===== src/rtl/obi_cfg_arbiter_if.sv =====
// obi_cfg_arbiter_if: bus bundle around the config-register arbiter.
// m_* : NUM_REQ requesting OBI masters (request fields packed per master, response shared)
// s_* : the single OBI slave port of the config register block
// timeout_o : watchdog pulse
// modport master : the arbiter view (consumes master requests, drives the slave port as its master)
// modport slave  : the surrounding system view (requesting masters plus the config register block)
interface obi_cfg_arbiter_if #(parameter int NUM_REQ = 2);
  logic [NUM_REQ-1:0]    m_req_i;
  logic [NUM_REQ-1:0]    m_we_i;
  logic [4*NUM_REQ-1:0]  m_be_i;
  logic [32*NUM_REQ-1:0] m_addr_i;
  logic [32*NUM_REQ-1:0] m_wdata_i;
  logic [NUM_REQ-1:0]    m_gnt_o;
  logic [NUM_REQ-1:0]    m_rvalid_o;
  logic [31:0]           m_rdata_o;
  logic                  m_err_o;
  logic                  s_req_o;
  logic                  s_we_o;
  logic [3:0]            s_be_o;
  logic [31:0]           s_addr_o;
  logic [31:0]           s_wdata_o;
  logic                  s_gnt_i;
  logic                  s_rvalid_i;
  logic [31:0]           s_rdata_i;
  logic                  timeout_o;
  modport master (
    input  m_req_i, m_we_i, m_be_i, m_addr_i, m_wdata_i, s_gnt_i, s_rvalid_i, s_rdata_i,
    output m_gnt_o, m_rvalid_o, m_rdata_o, m_err_o, s_req_o, s_we_o, s_be_o, s_addr_o, s_wdata_o, timeout_o
  );
  modport slave (
    output m_req_i, m_we_i, m_be_i, m_addr_i, m_wdata_i, s_gnt_i, s_rvalid_i, s_rdata_i,
    input  m_gnt_o, m_rvalid_o, m_rdata_o, m_err_o, s_req_o, s_we_o, s_be_o, s_addr_o, s_wdata_o, timeout_o
  );
endinterface


===== src/rtl/obi_cfg_arbiter.sv =====
// obi_cfg_arbiter: round-robin sharing of the config-block OBI slave port among NUM_REQ masters,
// one outstanding transaction, watchdog-forced error response.
// clk_i, rst_ni : clock, asynchronous active-low reset
// bus           : obi_cfg_arbiter_if.master (master requests in, slave port out, responses routed back)
module obi_cfg_arbiter #(
  parameter int          NUM_REQ     = 2,
  parameter int          TIMEOUT_CYC = 64,
  parameter logic [31:0] ERR_RDATA   = 32'hDEAD_BEEF
) (
  input logic                clk_i,
  input logic                rst_ni,
  obi_cfg_arbiter_if.master  bus
);
  localparam int PW = NUM_REQ > 1 ? $clog2(NUM_REQ) : 1;
  localparam int WW = TIMEOUT_CYC > 1 ? $clog2(TIMEOUT_CYC) : 1;
  typedef enum logic [1:0] {ARB, HOLD, WAIT_RSP} state_e;
  state_e        state_q, state_d;
  logic [PW-1:0] prio_q, prio_d, owner_q, owner_d, win, idx, sel;
  logic [WW-1:0] wdog_q, wdog_d;
  logic          found, act, take, rsp, to;
  always_comb begin
    found = 1'b0;
    win = prio_q;
    idx = '0;
    // first requester at or above prio_q, wrapping modulo NUM_REQ
    for (int i = 0; i < NUM_REQ; i++) begin
      idx = PW'((int'(prio_q) + i) % NUM_REQ);
      if (!found && bus.m_req_i[idx]) begin
        found = 1'b1;
        win = idx;
      end
    end
    sel = state_q == ARB ? win : owner_q;
    // HOLD stays locked to owner; a dropped owner request stops driving the slave
    act = state_q == ARB ? found : state_q == HOLD ? bus.m_req_i[owner_q] : 1'b0;
    take = act && bus.s_gnt_i;
    rsp = state_q == WAIT_RSP && bus.s_rvalid_i;
    to = state_q == WAIT_RSP && !bus.s_rvalid_i && wdog_q == WW'(TIMEOUT_CYC - 1);
    bus.s_req_o = act;
    bus.s_we_o = 1'b0;
    bus.s_be_o = '0;
    bus.s_addr_o = '0;
    bus.s_wdata_o = '0;
    for (int k = 0; k < NUM_REQ; k++) begin
      if (act && sel == PW'(k)) begin
        bus.s_we_o = bus.m_we_i[k];
        bus.s_be_o = bus.m_be_i[4*k +: 4];
        bus.s_addr_o = bus.m_addr_i[32*k +: 32];
        bus.s_wdata_o = bus.m_wdata_i[32*k +: 32];
      end
    end
    bus.m_gnt_o = take ? NUM_REQ'(1) << sel : '0;
    bus.m_rvalid_o = (rsp || to) ? NUM_REQ'(1) << owner_q : '0;
    bus.m_rdata_o = rsp ? bus.s_rdata_i : to ? ERR_RDATA : '0;
    bus.m_err_o = to;
    bus.timeout_o = to;
    state_d = state_q;
    prio_d = prio_q;
    owner_d = owner_q;
    wdog_d = wdog_q;
    case (state_q)
      ARB: if (found) begin
        owner_d = win;
        wdog_d = '0;
        state_d = take ? WAIT_RSP : HOLD;
      end
      HOLD: begin
        wdog_d = '0;
        state_d = !bus.m_req_i[owner_q] ? ARB : take ? WAIT_RSP : HOLD;
      end
      WAIT_RSP: begin
        wdog_d = wdog_q + 1'b1;
        if (rsp || to) begin
          state_d = ARB;
          prio_d = PW'((int'(owner_q) + 1) % NUM_REQ);
        end
      end
      default: state_d = ARB;
    endcase
  end
  always_ff @(posedge clk_i or negedge rst_ni) begin
    if (!rst_ni) begin
      state_q <= ARB;
      prio_q <= '0;
      owner_q <= '0;
      wdog_q <= '0;
    end else begin
      state_q <= state_d;
      prio_q <= prio_d;
      owner_q <= owner_d;
      wdog_q <= wdog_d;
    end
  end
endmodule


===== src/flat_wrapper.sv =====
// flat-port wrapper written by rule: the top's interface ports become plain ports
module obi_cfg_arbiter_flat 
#(
  parameter int          NUM_REQ     = 2,
  parameter int          TIMEOUT_CYC = 64,
  parameter logic [31:0] ERR_RDATA   = 32'hDEAD_BEEF
)
  (clk_i, rst_ni, bus_m_req_i, bus_m_we_i, bus_m_be_i, bus_m_addr_i, bus_m_wdata_i, bus_s_gnt_i, bus_s_rvalid_i, bus_s_rdata_i, bus_m_gnt_o, bus_m_rvalid_o, bus_m_rdata_o, bus_m_err_o, bus_s_req_o, bus_s_we_o, bus_s_be_o, bus_s_addr_o, bus_s_wdata_o, bus_timeout_o);
  obi_cfg_arbiter_if #(.NUM_REQ(NUM_REQ)) bus_i ();
  input logic clk_i;
  input logic rst_ni;
  input wire logic [$bits(bus_i.m_req_i)-1:0] bus_m_req_i;
  input wire logic [$bits(bus_i.m_we_i)-1:0] bus_m_we_i;
  input wire logic [$bits(bus_i.m_be_i)-1:0] bus_m_be_i;
  input wire logic [$bits(bus_i.m_addr_i)-1:0] bus_m_addr_i;
  input wire logic [$bits(bus_i.m_wdata_i)-1:0] bus_m_wdata_i;
  input wire logic [$bits(bus_i.s_gnt_i)-1:0] bus_s_gnt_i;
  input wire logic [$bits(bus_i.s_rvalid_i)-1:0] bus_s_rvalid_i;
  input wire logic [$bits(bus_i.s_rdata_i)-1:0] bus_s_rdata_i;
  output wire logic [$bits(bus_i.m_gnt_o)-1:0] bus_m_gnt_o;
  output wire logic [$bits(bus_i.m_rvalid_o)-1:0] bus_m_rvalid_o;
  output wire logic [$bits(bus_i.m_rdata_o)-1:0] bus_m_rdata_o;
  output wire logic [$bits(bus_i.m_err_o)-1:0] bus_m_err_o;
  output wire logic [$bits(bus_i.s_req_o)-1:0] bus_s_req_o;
  output wire logic [$bits(bus_i.s_we_o)-1:0] bus_s_we_o;
  output wire logic [$bits(bus_i.s_be_o)-1:0] bus_s_be_o;
  output wire logic [$bits(bus_i.s_addr_o)-1:0] bus_s_addr_o;
  output wire logic [$bits(bus_i.s_wdata_o)-1:0] bus_s_wdata_o;
  output wire logic [$bits(bus_i.timeout_o)-1:0] bus_timeout_o;
  assign bus_i.m_req_i = bus_m_req_i;
  assign bus_i.m_we_i = bus_m_we_i;
  assign bus_i.m_be_i = bus_m_be_i;
  assign bus_i.m_addr_i = bus_m_addr_i;
  assign bus_i.m_wdata_i = bus_m_wdata_i;
  assign bus_i.s_gnt_i = bus_s_gnt_i;
  assign bus_i.s_rvalid_i = bus_s_rvalid_i;
  assign bus_i.s_rdata_i = bus_s_rdata_i;
  assign bus_m_gnt_o = bus_i.m_gnt_o;
  assign bus_m_rvalid_o = bus_i.m_rvalid_o;
  assign bus_m_rdata_o = bus_i.m_rdata_o;
  assign bus_m_err_o = bus_i.m_err_o;
  assign bus_s_req_o = bus_i.s_req_o;
  assign bus_s_we_o = bus_i.s_we_o;
  assign bus_s_be_o = bus_i.s_be_o;
  assign bus_s_addr_o = bus_i.s_addr_o;
  assign bus_s_wdata_o = bus_i.s_wdata_o;
  assign bus_timeout_o = bus_i.timeout_o;
  obi_cfg_arbiter #(.NUM_REQ(NUM_REQ), .TIMEOUT_CYC(TIMEOUT_CYC), .ERR_RDATA(ERR_RDATA)) u_core (.clk_i(clk_i), .rst_ni(rst_ni), .bus(bus_i));
endmodule

===== config.mk =====
export PLATFORM = sky130hd
export DESIGN_NAME = obi_cfg_arbiter_flat
export DESIGN_NICKNAME = d
export VERILOG_FILES = /design/src/rtl/obi_cfg_arbiter_if.sv /design/src/rtl/obi_cfg_arbiter.sv /design/src/flat_wrapper.sv
export SDC_FILE = /design/constraint.sdc
export NUM_CORES = 1
export LEC_CHECK = 0
export BUFFER_PORTS_ARGS = -buffer_cell sky130_fd_sc_hd__buf_2
export CAP_MARGIN = 5
export CORE_AREA = 2 2 111 113
export DETAILED_ROUTE_END_ITERATION = 6
export DIE_AREA = 0 0 113 115
export PLACE_DENSITY = 0.43
export SLEW_MARGIN = 10
export SYNTH_ARGS = -nofsm -noshare
export SYNTH_HDL_FRONTEND = slang
export SYNTH_SLANG_ARGS = --single-unit

===== constraint.sdc =====
create_clock -name clk_i -period 1.95 [get_ports clk_i]
set_clock_uncertainty 0.1 [all_clocks]
set_input_delay 0.0975 -clock clk_i [delete_from_list [all_inputs] [get_ports clk_i]]
set_output_delay 0.0975 -clock clk_i [all_outputs]
set_load 0.02 [all_outputs]

# Yosys cells after proc, flatten, opt, wreduce, memory -nomap -nowiden
# Cells that the tools add are included.
# word_totals
register_bits	10
input_bits	176
word_cells	65
# op_classes
add_sub_neg	3
order_cmp	3
n_eq_ne	5
n_shift	2
mux	31
bitwise_logic	1
n_reduce_logical	16
# ops
cell	count
two-way mux 32 bit	6
case mux 6 bit (3 select lines)	1
two-way mux 1 bit	14
two-way mux 2 bit	6
two-way mux 4 bit	2
AND reduction 2 bit	4
logical AND 1 bit	7
adder 6 x 1 -> 6 bit (second input constant)	1
equality test 6 bit (second input constant)	1
< comparator 1 x 2 -> 1 bit (second input constant)	3
two-way mux 6 bit	1
case mux 2 bit (3 select lines)	1
left shift 1 x 1 -> 2 bit (first input constant)	2
nonzero test 3 bit	1
adder 1 bit (second input constant)	2
equality test 2 x 1 -> 1 bit (second input constant)	1
equality test 2 bit (second input constant)	1
logical NOT 1 bit	2
logical NOT 2 bit	1
!= test 2 x 1 -> 1 bit (second input constant)	1
!= test 2 bit (second input constant)	1
logical OR 1 bit	1
inverter 1 bit	1

# Logic depth before layout (Yosys ltp)
# logic_depth
depth_word	11
mapped_depth	8
mapped_depth_nobuf	6

# Least setup slack after synthesis
# No wires, ideal clock.
# synth_path
path_type	reg2out
from	register u_core.wdog_q[0]
to	output bus_m_rdata_o[10]
t_arrival_ns	1.710
slack_ns	0.042
stages_incl_launch_ff	6
path_buffers	1
path_cell_list	dfrtp_1 > ha_1 > nand3_1 > or3_4 > clkbuf_1 > a21boi_0
# synth_via
elab_chain_len	4
# synth_rtl
element	line	text
from (decl)	obi_cfg_arbiter.sv:19	logic [WW-1:0] wdog_q, wdog_d;
from (signal assigned)	obi_cfg_arbiter.sv:91	wdog_q <= wdog_d;
equality test 6 bit	obi_cfg_arbiter.sv:38	to = state_q == WAIT_RSP && !bus.s_rvalid_i && wdog_q == WW'(TIMEOUT_CYC - 1);
logical AND 1 bit	obi_cfg_arbiter.sv:38	
two-way mux 32 bit (2 in a row)	obi_cfg_arbiter.sv:54	bus.m_rdata_o = rsp ? bus.s_rdata_i : to ? ERR_RDATA : '0;
to (decl)	flat_wrapper.sv:22	output wire logic [$bits(bus_i.m_rdata_o)-1:0] bus_m_rdata_o;
# No other way between the ends.

# Worst setup path in the final report
# layout_path
from	register u_core.state_q[1]
to	output bus_s_addr_o[15]
# layout_via
elab_chain_len	6
elab_cells_between_ends	10
# layout_rtl
element	line	text
from (decl)	obi_cfg_arbiter.sv:17	state_e state_q, state_d;
from (signal assigned)	obi_cfg_arbiter.sv:88	state_q <= state_d;
equality test 2 x 1 -> 1 bit or logical NOT 2 bit (tied branches)	obi_cfg_arbiter.sv:35, obi_cfg_arbiter.sv:33	
two-way mux 1 bit (on tied branches)	obi_cfg_arbiter.sv:35, obi_cfg_arbiter.sv:33	
two-way mux 1 bit or inverter 1 bit (tied branches)	obi_cfg_arbiter.sv:35, obi_cfg_arbiter.sv:45	
logical AND 1 bit	obi_cfg_arbiter.sv:45	if (act && sel == PW'(k)) begin
two-way mux 32 bit	obi_cfg_arbiter.sv:45	
two-way mux 32 bit *	obi_cfg_arbiter.sv:45	
to (decl)	flat_wrapper.sv:27	output wire logic [$bits(bus_i.s_addr_o)-1:0] bus_s_addr_o;
# Mark *: on every way between the ends. The rest lies on a longest branch, timed or not.

==> metrics.md <==
| Metric | Value |
|---|---|
| RSZ-0062 raised after global routing | `true` |
| Yosys Warn Count | `0` |
| Crit path from | `u_core.state_q[1]` |
| Layout Nets | `between 600 and 700` |
| Final WS setup | `-0.191 ns` |
| Clock root buffer master | `clkbuf_16` |
| CP bufs+invs | `5` |
| # H-tree levels | `1` |
| Initial Util | `about 14%` |
| Gpl congestion | `0.904` |
| Slew HR | `between 70% and 80%` |
| Failing checks | `design-rule violations, negative setup slack` |
| Design area | `0.00403 mm2` |
| Clock transition at path regs | `roughly 0.04 ns` |
| Worst reg-to-reg path cell count | `7` |
| Die Wd | `113 um` |
| WHS Path Cells | `2` |
| Syn avg cell area | `roughly 7.6 um2` |
| Max incr delay on CP | `slightly below 0.4 ns` |
| # DRC | `20` |
| Vias in the first global route | `around 2900` |
| Share of cells above drive strength 1 | `67.8%` |
| Worst hold-check path type | `input port to flop` |
| Drt initial violations | `182` |
| Reg2Reg Setup Slack | `approximately 0.14 ns` |
| Antenna violations before repair | `1` |
| CP Capture Type | `output port` |
| Total power | `between 5 and 6 mW` |
| Status | `finished, violations left` |
| Final setup fails | `71` |
| DP Wirelength | `approximately 8100 um` |
| Avg WL per Cell | `~17 um` |
| Worst-path fanout max | `17` |
| Hold WS | `approximately 0.053 ns` |
| #FFs+latches synth | `10` |
| Detailed Route WL | `between 10000 and 15000 um` |
| I/O pins | `between 200 and 300` |
| Crit-path cells | `inv_2 > ha_2 > a21o_1 > nand2_2 > a31oi_4 > buf_12 > buf_12 > buf_16 > a22o_1 > buf_6` |
| Fin crit share | `110%` |
| Vias/cell | `around 4.6` |
| Leakage Power | `about 2.2 nW` |
| GR Util All Layers | `14.8%` |
| Register area share after synthesis | `14.9%` |
| Period minus WS final | `around 2.1 ns` |
| RR Endpoint | `u_core.wdog_q[4]` |
| Clock Sinks | `10` |
| CTS buffer count | `3` |
| Crit path required time | `about 1.8 ns` |
| Fin. max-slew vios | `0` |
| Primary FF master, synth | `dfrtp_1` |
| Fin. Hold Viols | `0` |
| Chip Height | `about 120 um` |
| Worst-Margin Slew | `around 0.35 ns` |
| Post-synthesis cell count | `220` |
| Async set or reset register ratio after synthesis | `100%` |
| DR pass1 iterations | `6` |
| Ranking of synthesized cells by area | `a22o_1, dfrtp_1, a21boi_0` |
| CP Data Arrival Time | `approximately 1.9 ns` |
| Post-DP Area | `approximately 0.0033 mm2` |
| Hold_sp | `bus_m_req_i[0]` |
| Kind of start point of the critical path | `flop` |
| Critical setup path kind | `flop to output port` |
| Slowest CP cell | `dfrtp_1` |
| Area of the core | `between 0.01 and 0.015 mm2` |
| Post-DRT Antenna Nets | `0` |
| Crit-path most repeated cell | `buf_12` |
| Synth top area share | `between 30% and 40%` |
| Vias | `approximately 3000` |
| Port Buffers | `about 280` |
| Synthesized area | `between 0.0015 and 0.002 mm2` |
| CTS tree | `done` |
| CTS max path bufs | `2` |
| Peak supply drop | `between 0.0004 and 0.0005 V` |
| Die ar. | `0.0130 mm2` |
| P&R area growth vs syn | `140%` |
| Fmax | `about 470 MHz` |
| Post-synth EDFFs | `0` |
| First-pass GRT wire length | `15500 um` |
| Max-cap violations | `0` |
| Final TNS setup | `-10.87 ns` |
| Mapped Nets | `400` |
| Hold Crit Endpoint | `u_core.owner_q` |
| Area leader, netlist | `a22o_1` |
| Largest net degree at the start of global routing | `38` |
| FF-to-FF Start | `u_core.state_q[0]` |
| Crit-path leading delay family | `buffers and inverters` |
| Standard-cell row count | `40` |
| GRT overflow | `0` |
| Clk_lat worst skew | `roughly 0.24 ns` |
| Pwr Density | `approximately 1500 mW/mm2` |
| Distinct cells, synth | `33` |
[area by class of cell]
class,instances,area [um2]
Fill cell,1273,7780
Antenna cell,1,2.50
Multi-Input combinational cell,182,1480
Inverter,5,18.8
Clock buffer,4,88.8
Tap cell,147,184
Sequential cell,10,250
Timing Repair Buffer,305,2000
[cells in the final DEF (no fill, tap or decap), types with 2 or more instances in the layout]
master	count
buf_2	202
buf_4	71
a22o_1	64
nand2_1	31
buf_6	22
dfrtp_1	10
o21ai_0	9
a21boi_1	8
and3_1	8
a21boi_0	8
a21boi_2	8
a22o_4	6
buf_12	6
or3_4	4
nor2_1	3
and2_1	3
inv_1	3
clkbuf_16	3
buf_16	3
inv_2	2
o21ai_2	2
nand2_2	2
a31oi_4	2
nor2b_1	2
nand3_1	2
a32o_1	2
ha_4	2
ha_2	2
[report_power, final]
part	leakage [nW]	switching (mW)	internal, mW
registers	0.132	0.0691	0.264
logic	2.02	2.68	2.52
clock network	0.0442	0.0970	0.308
total	2.20	2.85	3.09
[worst reg2reg max path, stage by stage, from the launching register on]
cell and delay [ns]:
dfrtp_1 0.40, inv_2 0.10, ha_4 0.15, buf_4 0.17, or3b_4 0.41, o21ai_2 0.10, o21ai_0 0.11, a22o_1 0.18
[worst max path at each step]
stage | cells after the start | end
2_1_floorplan | 5 | bus_m_rdata_o[10]
3_5_place_dp | 8 | bus_s_addr_o[18]
3_3_place_gp | 8 | bus_s_addr_o[23]
6_report | 10 | bus_s_addr_o[15]
4_1_cts | 9 | bus_s_addr_o[29]
5_1_grt | 8 | bus_s_addr_o[6]
[metrics by stage]
stage / util (%) / worst slack, ns / std cells
final: 34.1 / -0.191 / 654
after global routing: 34.1 / -0.287 / 654
after CTS: 33.2 / -0.228 / 650
after detailed placement: 27.9 / -0.00651 / 633
after global placement: 27.9 / 0.0225 / 633
after floorplan: - / 0.0420 / 220
[Yosys cell counts (2+ instances only)]
| master | count |
|---|---|
| o21ai_0 | 9 |
| a21boi_0 | 21 |
| and2_1 | 4 |
| a31oi_2 | 2 |
| and3_1 | 8 |
| a22o_1 | 70 |
| dfrtp_1 | 10 |
| nor2_1 | 3 |
| buf_4 | 2 |
| nor2b_1 | 3 |
| nand2_1 | 33 |
| nand3_1 | 3 |
| buf_2 | 15 |
| inv_1 | 5 |
| a21boi_1 | 3 |
| a32o_1 | 2 |
| clkbuf_1 | 8 |
| ha_1 | 4 |
[metal layers]
metal  track usage [%]  share of wire [%]  vias to the layer above
met4              2.03               0.74                        0
li1                  -                  -                     1426
met5                 0                  0                        -
met1              18.7                 39                     1397
met3              2.37                8.1                        8
met2              27.1                 52                      145
[sequential cells by signal, summed over array words and instances, names as in the netlist]
| register | flops |
|---|---|
| u_core.owner_q | 1 |
| u_core.prio_q | 1 |
| u_core.state_q | 2 |
| u_core.wdog_q | 6 |
[kinds of logic after synthesis]
logic type / after synthesis / share of synthesized area, %
fa+ha+maj: 4 / 2.98
buf+inv: 31 / 8.49
compound gates: 116 / 56.4
simple gates: 58 / 16.6
flops: 10 / 14.9
mux: 1 / 0.596
[repair_timing]
item,in CTS,in global routing
buffers inserted,6,5
pin swaps,5,12
cloned,6,1
setup endpoints to repair,95,103
gates resized for setup,114,42
hold endpoints to repair,10,0
hold buffers,1,0
(Power assumes the default switching activity.)
